==> src/rtl/m_clk_sw_pkg.sv <==
// m_clk_sw_pkg: shared definitions for the glitch-free clock switch controller.
//   - state_e     : controller FSM states
//   - CNT_W       : settle counter width (8 bits)
//   - SETTLE_MIN/SETTLE_MAX : legal range of the SETTLE_CYC parameter
//   - settle_load : counter load value for a given SETTLE_CYC (clamped to range)
package m_clk_sw_pkg;

  localparam int CNT_W      = 8;
  localparam int SETTLE_MIN = 1;
  localparam int SETTLE_MAX = 255;

  typedef enum logic [2:0] {
    ST_INIT     = 3'd0,
    ST_IDLE     = 3'd1,
    ST_GATE_OFF = 3'd2,
    ST_SWITCH   = 3'd3,
    ST_GATE_ON  = 3'd4,
    ST_DONE     = 3'd5
  } state_e;

  // A phase lasts SETTLE_CYC cycles: the counter is loaded with SETTLE_CYC-1
  // on entry and the phase ends on the cycle it reads zero. Out-of-range
  // values are clamped so the load value always fits the counter.
  function automatic logic [CNT_W-1:0] settle_load(input int settle_cyc);
    int c;
    c = settle_cyc;
    if (c < SETTLE_MIN) c = SETTLE_MIN;
    if (c > SETTLE_MAX) c = SETTLE_MAX;
    return CNT_W'(c - 1);
  endfunction

endpackage

==> src/rtl/m_clk_sw_cnt.sv <==
// m_clk_sw_cnt: settle counter for the clock switch controller.
// Ports:
//   clk, rst  : clock, asynchronous active-high reset (counter -> RST_VAL)
//   load      : load load_val this cycle (has priority over dec)
//   load_val  : value to load
//   dec       : decrement by one; saturates at zero (no wrap-around)
//   zero      : counter currently reads zero
module m_clk_sw_cnt
  import m_clk_sw_pkg::*;
#(
  parameter logic [CNT_W-1:0] RST_VAL = '0
) (
  input  logic             clk,
  input  logic             rst,
  input  logic             load,
  input  logic [CNT_W-1:0] load_val,
  input  logic             dec,
  output logic             zero
);

  logic [CNT_W-1:0] cnt_q;
  logic [CNT_W-1:0] cnt_d;

  always_comb begin
    cnt_d = cnt_q;
    if (load) begin
      cnt_d = load_val;
    end else if (dec && (cnt_q != '0)) begin
      cnt_d = cnt_q - CNT_W'(1);
    end
  end

  always_ff @(posedge clk or posedge rst) begin
    if (rst) begin
      cnt_q <= RST_VAL;
    end else begin
      cnt_q <= cnt_d;
    end
  end

  assign zero = (cnt_q == '0);

endmodule

==> src/rtl/m_clk_sw_ctrl.sv <==
// m_clk_sw_ctrl: sequencer for a glitch-free switch between two clocks.
// It only drives the select of an external 2:1 clock mux and the enable of
// an external clock gate; no clock passes through this block.
// Ports:
//   clk        : free-running controller clock (all outputs registered)
//   rst        : asynchronous active-high reset; restarts the INIT phase
//   req        : switch request (4-phase handshake with ack)
//   tgt_sel    : requested mux select, sampled when req is accepted
//   ack        : request complete, held until req is seen low
//   busy       : init or switch sequence in progress
//   mux_sel    : select of the downstream clock mux (0 = A, 1 = B)
//   gate_en    : enable of the clock gate after the mux (0 = clock held low)
//   dbg_state  : current FSM state (state_e encoding)
//
// Handshake: a request is accepted in IDLE when req=1 and req was sampled
// low at least once while in IDLE since the last completion or init. ack
// rises when the sequence completes and falls the cycle after req is sampled
// low in DONE. Everything between acceptance and DONE ignores req/tgt_sel.
module m_clk_sw_ctrl
  import m_clk_sw_pkg::*;
#(
  parameter int   SETTLE_CYC = 4,
  parameter logic RST_SEL    = 1'b0
) (
  input  logic       clk,
  input  logic       rst,
  input  logic       req,
  input  logic       tgt_sel,
  output logic       ack,
  output logic       busy,
  output logic       mux_sel,
  output logic       gate_en,
  output logic [2:0] dbg_state
);

  localparam logic [CNT_W-1:0] LOAD_VAL = settle_load(SETTLE_CYC);

  state_e state_q, state_d;
  logic   ack_q, ack_d;
  logic   busy_q, busy_d;
  logic   mux_q, mux_d;
  logic   gate_q, gate_d;
  logic   armed_q, armed_d;   // req has been seen low in IDLE
  logic   cnt_load;
  logic   cnt_dec;
  logic   cnt_zero;

  // The counter's reset value covers the INIT phase entry, since reset is
  // the only way into INIT.
  m_clk_sw_cnt #(
    .RST_VAL (LOAD_VAL)
  ) u_cnt (
    .clk      (clk),
    .rst      (rst),
    .load     (cnt_load),
    .load_val (LOAD_VAL),
    .dec      (cnt_dec),
    .zero     (cnt_zero)
  );

  always_comb begin
    state_d  = state_q;
    ack_d    = 1'b0;
    busy_d   = busy_q;
    mux_d    = mux_q;
    gate_d   = gate_q;
    armed_d  = armed_q;
    cnt_load = 1'b0;
    cnt_dec  = 1'b0;

    unique case (state_q)
      ST_INIT: begin
        cnt_dec = 1'b1;
        if (cnt_zero) begin
          state_d = ST_IDLE;
          gate_d  = 1'b1;
          busy_d  = 1'b0;
          armed_d = 1'b0;
        end
      end

      ST_IDLE: begin
        if (!req) begin
          armed_d = 1'b1;
        end else if (armed_q) begin
          armed_d = 1'b0;
          if (tgt_sel != mux_q) begin
            state_d  = ST_GATE_OFF;
            gate_d   = 1'b0;
            busy_d   = 1'b1;
            cnt_load = 1'b1;
          end else begin
            state_d = ST_DONE;
            ack_d   = 1'b1;
          end
        end
      end

      ST_GATE_OFF: begin
        cnt_dec = 1'b1;
        if (cnt_zero) begin
          // A sequence is only started when the target differs from the
          // current select, so inverting it reaches the target latched at
          // acceptance regardless of later tgt_sel activity.
          state_d  = ST_SWITCH;
          mux_d    = ~mux_q;
          cnt_load = 1'b1;
        end
      end

      ST_SWITCH: begin
        cnt_dec = 1'b1;
        if (cnt_zero) begin
          state_d  = ST_GATE_ON;
          gate_d   = 1'b1;
          cnt_load = 1'b1;
        end
      end

      ST_GATE_ON: begin
        cnt_dec = 1'b1;
        if (cnt_zero) begin
          state_d = ST_DONE;
          ack_d   = 1'b1;
          busy_d  = 1'b0;
        end
      end

      ST_DONE: begin
        if (req) begin
          ack_d = 1'b1;
        end else begin
          state_d = ST_IDLE;
          armed_d = 1'b0;
        end
      end

      default: begin
        state_d = ST_INIT;
      end
    endcase
  end

  always_ff @(posedge clk or posedge rst) begin
    if (rst) begin
      state_q <= ST_INIT;
      ack_q   <= 1'b0;
      busy_q  <= 1'b1;
      mux_q   <= RST_SEL;
      gate_q  <= 1'b0;
      armed_q <= 1'b0;
    end else begin
      state_q <= state_d;
      ack_q   <= ack_d;
      busy_q  <= busy_d;
      mux_q   <= mux_d;
      gate_q  <= gate_d;
      armed_q <= armed_d;
    end
  end

  assign ack       = ack_q;
  assign busy      = busy_q;
  assign mux_sel   = mux_q;
  assign gate_en   = gate_q;
  assign dbg_state = state_q;

endmodule

==> config.mk <==
export PLATFORM = sky130hd
export DESIGN_NAME = m_clk_sw_ctrl
export DESIGN_NICKNAME = d
export VERILOG_FILES = /design/src/rtl/m_clk_sw_pkg.sv /design/src/rtl/m_clk_sw_cnt.sv /design/src/rtl/m_clk_sw_ctrl.sv
export SDC_FILE = /design/constraint.sdc
export NUM_CORES = 1
export LEC_CHECK = 0
export CAP_MARGIN = 20
export CORE_ASPECT_RATIO = 1.75
export CORE_MARGIN = 3
export CORE_UTILIZATION = 40
export CTS_BUF_LIST = sky130_fd_sc_hd__clkbuf_8
export DETAILED_ROUTE_END_ITERATION = 8
export GPL_ROUTABILITY_DRIVEN = 0
export GPL_TIMING_DRIVEN = 0
export PLACE_DENSITY = 0.68
export SLEW_MARGIN = 10
export SYNTH_ARGS = -nofsm -noshare
export SYNTH_HDL_FRONTEND = slang
export SYNTH_SLANG_ARGS = --single-unit
==> constraint.sdc <==
create_clock -name clk -period 3.99 [get_ports clk]
set_clock_uncertainty 0.15 [all_clocks]
set_input_delay 0.798 -clock clk [delete_from_list [all_inputs] [get_ports clk]]
set_output_delay 0.798 -clock clk [all_outputs]
set_load 0.005 [all_outputs]
==> results.md, run 1 <==
- For this run, the number of Yosys warnings is 0.
- The core region is 2302 µm².
- The net count of the finished layout is 118.
- The top-level port count is 11.
- Summing all placed instances gives a cell area of 1104 µm².
- Setup violations remaining at the end of the flow were counted as 0.
- The hold buffer count at CTS is 0.
- The shortest clock period the worst path allows after layout is 2501 ps.
- Using the TritonRoute via totals, the vias-per-cell ratio works out to 5.669.
- The number of antenna violations at the first check in global routing is 0.
- The run finished with clean final reports.
- The finished cells cover 1149 µm².
- The synthesized area divided by synthesized cell count is 10.02 µm².
- STA classifies the critical path endpoint as a flop.
- CTS built an H-tree with a depth of 1.
- Setup repair after global routing left no endpoint under its margin.
- The first global-routing pass estimated 3.650 mm of wire.
- The critical path is of the in -> reg type.
- Measured against its own limit, the worst slew margin works out to 49.89%.
- For this design the static power due to leakage is 0.4691 nW.
- The tightest min-delay check is of the reg -> reg type.
- The most used flip-flop cell after synthesis is dfrtp_1.
- The achievable clock frequency is 0.3999 GHz.
- Counting both buffers and inverters, the worst setup path holds a total of 1.
- The post-synthesis sequential area ratio is 41.57%.
- The starting DRC count in detailed routing is 24.
- The cell count after synthesis is 97.
- The total CTS buffers is 3.
- For this design, the sink count on the clock tree is 16.
- The count of distinct cell types in the synthesized netlist is 41.
- After synthesis, the largest area contributor takes up 33.46% of total cell area.
- The synthesis-to-finish area growth is 18.15%.
- The floorplan step set the die width to 43.27 µm.
- The number of global-route vias before repair was 832.
- The number of nets in the synthesized netlist is 103.
- Entering global routing, the biggest net connects 17 pins.
- The number of hold violations in the final report is 0.
- The count of antenna-violating nets left after detailed routing is 0.
- For the pin with the worst max-slew slack, the measured transition is 744.8 ps.
- The largest individual stage delay along the critical path comes from the cell nor4_1.
- The critical path goes through clkdlybuf4s50_1 -> nand2_1 -> nor4_1 -> a32o_4 -> a2111oi_4.
- The first TritonRoute pass finished after 4 iterations.
- The maximum ir drop on the vdd rail is 0.1672 mV.
- For this run, the slowest stage of the critical path takes 630 ps.
- Dividing the final minimum period by the clock period gives 62.67%.
- The die area is 3081 µm².
- After routing, the total negative slack on setup checks comes to 0 ps.
- The root buffer cell is clkbuf_8.
- The mapped cell area is 972.2 µm².
- Sorting the synthesized cells by how often they occur yields 13 x dfrtp_1, 9 x a21oi_1, 9 x nand2_1, 8 x inv_1, 5 x nor2_1.
- The starting density of the core is 42.23%.
- The remaining routing DRC violations is 0.
- Yosys mapped a number of flops with a built-in enable equal to 0.
- The signal arrival time at the worst endpoint is 2450 ps.
- The cell type with the highest aggregate area in the netlist is dfrtp_1.
- The total power divided by cell area is 252.7 nW/µm².
- For the worst-skew pair, the clock arrives at the later sink with an insertion delay of 240 ps.
- Row generation in the floorplan step produced 23 rows.
- Among cell families on the critical path, the largest total delay comes from simple AND/OR/NAND/NOR gates.
- After legalization and detailed placement, the total HPWL measured 1.503 mm.
- The clock tree from TritonCTS is built.
- The routed layout has 771 vias.
- For this run, asynchronously set or reset flops after synthesis account for 100.0%.
- Max-cap violations in this run came to 0.
- The share of post-route cells with drive strength above 1 is 16.22%.
- Post-CTS timing repair inserted 0 buffers for setup.
- The count of final max-slew check failures came to 0.
- After synthesis the netlist holds a flip-flop and latch count of 16.
- The clock slew at the register clock pins of the worst setup and hold paths is 60 ps.
- For this block, the routed nets add up to 1.933 mm of wire.
- The die is 71.22 µm tall.
- The maximum net fanout on the critical path is 8.
- The worst setup path is launched from a primary input.
- The total global routing track utilization is 15.07%.
- No sink is reached through more buffers than the 2 on the longest clock path.
- For the worst setup path, the data required time is 3940 ps.
- The minimum hold slack is 323.4 ps.
- After synthesis, the cell types taking the most area are dfrtp_1 33%, dfstp_2 8.1%, a21oi_1 4.6%, nand2_1 3.5%, inv_1 3.1%.
- The detail-routed net length per standard cell is 14.21 µm.
- The number of gates resized after CTS is 0.
- For this run the aggregate overflow at the end of global routing stands at 0.
- During placement, the flow inserted port buffers numbering 10.
- By instance count, the leading cell after synthesis is dfrtp_1.
- The number of diodes added for antenna fixing is 0.
==> final cells by class <==
type | count | area (µm²)
Fill cell | 224 | 1154
Multi-Input combinational cell | 68 | 501.7
Sequential cell | 16 | 404.1
Timing Repair Buffer | 10 | 100.1
Clock buffer | 3 | 41.29
Buffer | 5 | 36.28
Tap cell | 25 | 31.28
Inverter | 8 | 30.03
Clock inverter | 1 | 3.754
==> placed cells by master (no fill, tap or decap), drive strengths merged, types with 4 or more instances in the layout <==
master,n
nand3,4
inv,9
clkdlybuf4s50,10
o21ai,4
dfrtp,13
nand2,9
nor2,6
clkbuf,7
nor3,4
a21oi,9
==> worst paths after layout <==
check	slack [ps]	to	cells past startpoint	from
min in group asynchronous	780	u_cnt.cnt_q[3]	2	rst
max reg2reg	1750	u_cnt.cnt_q[7]	7	u_cnt.cnt_q[0]
max in group asynchronous	2490	dbg_state[1]	2	rst
min reg2reg	320	busy	2	busy
max	1490	u_cnt.cnt_q[7]	5	req
min	320	busy	2	busy
==> worst reg2reg max path: stages, from the launching register on <==
cell and delay, ps:
dfstp_2 540, inv_1 90, ha_1 210, or3b_1 170, clkbuf_8 160, nor2_8 60
or3_1 410, a2111oi_4 360
==> flip-flops by register name, indices dropped and copies added (netlist names) <==
| signal | flops |
|---|---|
| u_cnt.cnt_q | 8 |
| dbg_state | 3 |
| ack | 1 |
| armed_q | 1 |
| busy | 1 |
| gate_en | 1 |
| mux_sel | 1 |
==> where the power goes <==
group / total, mW / switching, mW / internal [mW]
clock: 0.120 / 0.0522 / 0.0680
sequential: 0.162 / 0 / 0.162
combinational: 0.00764 / 0.00466 / 0.00298
total: 0.290 / 0.0568 / 0.233
==> stage by stage <==
step                util, %  power, mW  worst slack [ps]  instances
CTS                   49.89     0.2947              1484        136
detailed placement    47.93     0.1732              1230        132
global route          49.89     0.3037              1379        136
finish                49.89     0.2902              1489        136
global placement      47.93     0.1731              1230        132
floorplan                 -     0.1684              1874         97
==> routing by layer <==
| metal | vias up | part of all wire, % | global-route usage [%] |
|---|---|---|---|
| li1 | 377 | - | - |
| met2 | 10 | 57 | 25.70 |
| met4 | 0 | 0.98 | 7.383 |
| met5 | - | 0 | 0 |
| met1 | 382 | 40 | 17.90 |
| met3 | 2 | 2.4 | 2.261 |
==> logic make-up after synthesis <==
logic type	share of synthesized area, %
muxes	2.316
AOI/OAI and AO/OA	20.59
xor gates and xnor gates	3.604
and+or+nand+nor	22.52
adders and majority gates	2.574
buffers and inverters	6.821
DFF	41.57
Power figures use the tool's default switching activity.
==> run 2: changes to the inputs <==
--- a/config.mk
+++ b/config.mk
@@ -13,7 +13,7 @@
 export DETAILED_ROUTE_END_ITERATION = 8
 export GPL_ROUTABILITY_DRIVEN = 0
 export GPL_TIMING_DRIVEN = 0
-export PLACE_DENSITY = 0.68
+export PLACE_DENSITY = 0.7
 export SLEW_MARGIN = 10
 export SYNTH_ARGS = -nofsm -noshare
 export SYNTH_HDL_FRONTEND = slang
==> constraint.sdc (replaced) <==
create_clock -name clk -period 2.1 [get_ports clk]
set_clock_uncertainty 0.15 [all_clocks]
set_input_delay 0.42 -clock clk [delete_from_list [all_inputs] [get_ports clk]]
set_output_delay 0.42 -clock clk [all_outputs]
set_load 0.005 [all_outputs]
==> run 2 against run 1 <==
Net effect:
- count of clock-buffer cells in the layout is the same
- utilization is 1.7 points higher
- cell count increased by 1.5%
- largest power group unchanged
==> results.md, run 2 (synthesis results as in run 1) <==
- The critical path start-end classification is reg -> reg (was in -> reg).
- The number of I/O port buffers is 10 (unchanged).
- The number of diodes added for antenna fixing was 0 (unchanged).
- The insertion delay of the later-clocked pin in the worst-skew pair is 250 ps (was 240 ps).
- The class of the tightest hold or removal check was reg -> reg (unchanged).
- Of the available clock period, the critical path in the final layout requires 97.38%.
- The logic gate share of total power is 2.6% (about the same).
- The root buffer cell is clkbuf_8 (unchanged).
- The switching component of the power is 0.1083 mW (was 0.05681 mW).
- The commonest non-fill, non-tap cell in the layout is dfrtp_1 (unchanged).
- The static leakage power is 0.4777 nW (was 0.4691 nW).
- The clock tree from TritonCTS is built (unchanged).
- The number of global-route vias before repair is 840 (was 832).
- Outcome: finished, final reports clean (unchanged).
- The total of max-cap violations came to 0 (unchanged).
- The maximum net fanout on the critical path is 10 (was 8).
- The total power draw came to 0.5519 mW (was 0.2902 mW).
- The signal arrival time at the worst endpoint is 2040 ps (was 2450 ps).
- The shortest clock period the worst path allows after layout is 2045 ps.
- The achievable clock frequency is 0.4890 GHz.
- The synthesis-to-finish area growth is 22.14% (was 18.15%).
- The launching element type of the critical path is a flop (was primary input).
- The clock slew at the register clock pins of the worst setup and hold paths came to 60 ps (about the same).
- The starting density of the core is 42.23% (unchanged).
- The internal power consumption is 0.4437 mW (was 0.2334 mW).
- The total global routing track utilization is 15.18% (was 15.07%).
- The share of power burned in registers came to 55.9% (was 56.0%).
- The pin count of the biggest net entering global routing is 17 (unchanged).
- The final routed wirelength across all metal layers is 1.973 mm (was 1.933 mm).
- The setup TNS is 0 ps (unchanged).
- The die area is 3081 µm² (unchanged).
- The count of final max-slew check failures is 0 (unchanged).
- The hold buffer count at CTS is 0 (unchanged).
- The final setup violation count is 0 (unchanged).
- The transition at the pin with the smallest max-transition slack is 613.5 ps (was 744.8 ps).
- The clock sink count is 16 (unchanged).
- The area of combinational cells with multiple inputs is 531.8 µm² (was 501.7 µm²).
- The switching part of the total power was 19.62% (was 19.58%).
- The worst slew margin relative to its limit is 59.06% (was 49.89%).
- The post-layout net count is 120 (was 118).
- The largest register by flop count is u_cnt.cnt_q (unchanged).
- The count of antenna-violating nets left after detailed routing was 0 (unchanged).
- Most frequent cells in the layout: 13 x dfrtp_1, 10 x clkdlybuf4s50_1, 9 x nand2_1, 9 x a21oi_1, 7 x inv_1 (was 13 x dfrtp_1, 10 x clkdlybuf4s50_1, 9 x inv_1, 9 x nand2_1, 9 x a21oi_1).
- The maximum clock path buffer count is 2 (unchanged).
- The total vias in the final route is 773 (was 771).
- The count of filler cells inserted in the layout is 219 (was 224).
- The die height came to 71.22 µm (unchanged).
- The number of hold violations in the final report was 0 (unchanged).
- The die width is 43.27 µm (unchanged).
- The maximum ir drop on the vdd rail is 0.2541 mV (was 0.1672 mV).
- The number of antenna violations at the first check in global routing came to 0 (unchanged).
- The via-per-instance ratio came to 5.601 (was 5.669).
- The sum of net half-perimeters after detailed placement is 1.485 mm (was 1.503 mm).
- The critical path required time is 2100 ps (was 3940 ps).
- The placeable core region is 2302 µm² (unchanged).
- The detail-routed net length per standard cell is 14.30 µm (was 14.21 µm).
- The maximum level of the CTS H-tree was 1 (unchanged).
- The total power divided by cell area is 464.8 nW/µm² (was 252.7 nW/µm²).
- The footprint of the flip-flops and latches came to 404.1 µm² (unchanged).
- The clock share of power is 41.4% (about the same).
- The share of post-route cells with drive strength above 1 is 23.01% (was 16.22%).
- The number of flip-flops in the largest register is 8 (unchanged).
- The total CTS buffers was 3 (unchanged).
- The number of iterations in the first detailed-routing pass came to 4 (unchanged).
- The endpoint type of the worst setup path is a flop (unchanged).
- The starting DRC count in detailed routing is 17 (was 24).
- The site row count is 23 (unchanged).
- The top-level port count is 11 (unchanged).
- The remaining routing DRC violations is 0 (unchanged).
- The wire length of the first global-routing pass is 3.636 mm (was 3.650 mm).
- The global route total overflow is 0 (unchanged).
-- run 2: cell count changes in the layout (fill, tap and decap cells not counted), sizes merged --
cell | before | now
buf | 1 | 4
clkbuf | 7 | 6
-- run 2: cell type report --
cell class                 count  area share [%]
buffer                         4           1.897
inverter                       8           2.529
clock buffer                   3           3.477
multi-input combinational     68           44.78
sequential                    16           34.04
clock inverter                 1          0.3161
timing repair buffer          13           10.33
tap                           25           2.634
-- run 2: worst max-delay path: stages, from the launching register on --
cell and delay (ps):
dfstp_2 540, inv_2 50, ha_2 170, or3b_4 270
nor2_8 50, or3_4 380, a2111oi_4 330
-- run 2: worst paths after layout --
kind	startpoint	cells past startpoint	to	slack (ps)
worst max-delay path	u_cnt.cnt_q[1]	6	u_cnt.cnt_q[7]	50
worst min-delay path	busy	2	busy	330
worst max register to register	u_cnt.cnt_q[1]	6	u_cnt.cnt_q[7]	50
worst min register to register	busy	2	busy	330
max in group asynchronous	rst	2	u_cnt.cnt_q[2]	1010
min in group asynchronous	rst	2	mux_sel	390
-- run 2: power by group through the flow --
stage / clock network [mW] / registers [mW] / logic [mW]
finish: 0.229 / 0.309 / 0.0146
global route: 0.249 / 0.308 / 0.0165
CTS: 0.233 / 0.309 / 0.0153
detailed placement: 0 / 0.314 / 0.0151
global placement: 0 / 0.314 / 0.0150
floorplan: 0 / 0.314 / 0.00588
-- run 2: metal layers --
layer  global-route usage, %  wire length [µm]  up-vias
met2                   26.52              1113       12
li1                        -                 -      379
met3                   3.015                49        7
met4                   7.383                55        0
met5                       0                 0        -
met1                   16.99               756      375
-- run 2: stage by stage --
step	setup slack, ps	instance area [µm²]	instances	hold slack [ps]	util, %
floorplan	14.04	977.2	97	181.6	-
global placement	-295.3	1109	132	317.7	48.15
detailed placement	-330.3	1109	132	325.1	48.15
CTS	42.66	1175	138	334.1	51.03
global route	-6.272	1187	138	364.6	51.58
finish	55.00	1187	138	331.1	51.58
-- run 2: repair_timing --
action / CTS / global route
pin swaps: 2 / 5
endpoints found under the setup margin: 8 / 5
buffers inserted: 2 / 1
resized for setup: 2 / 5
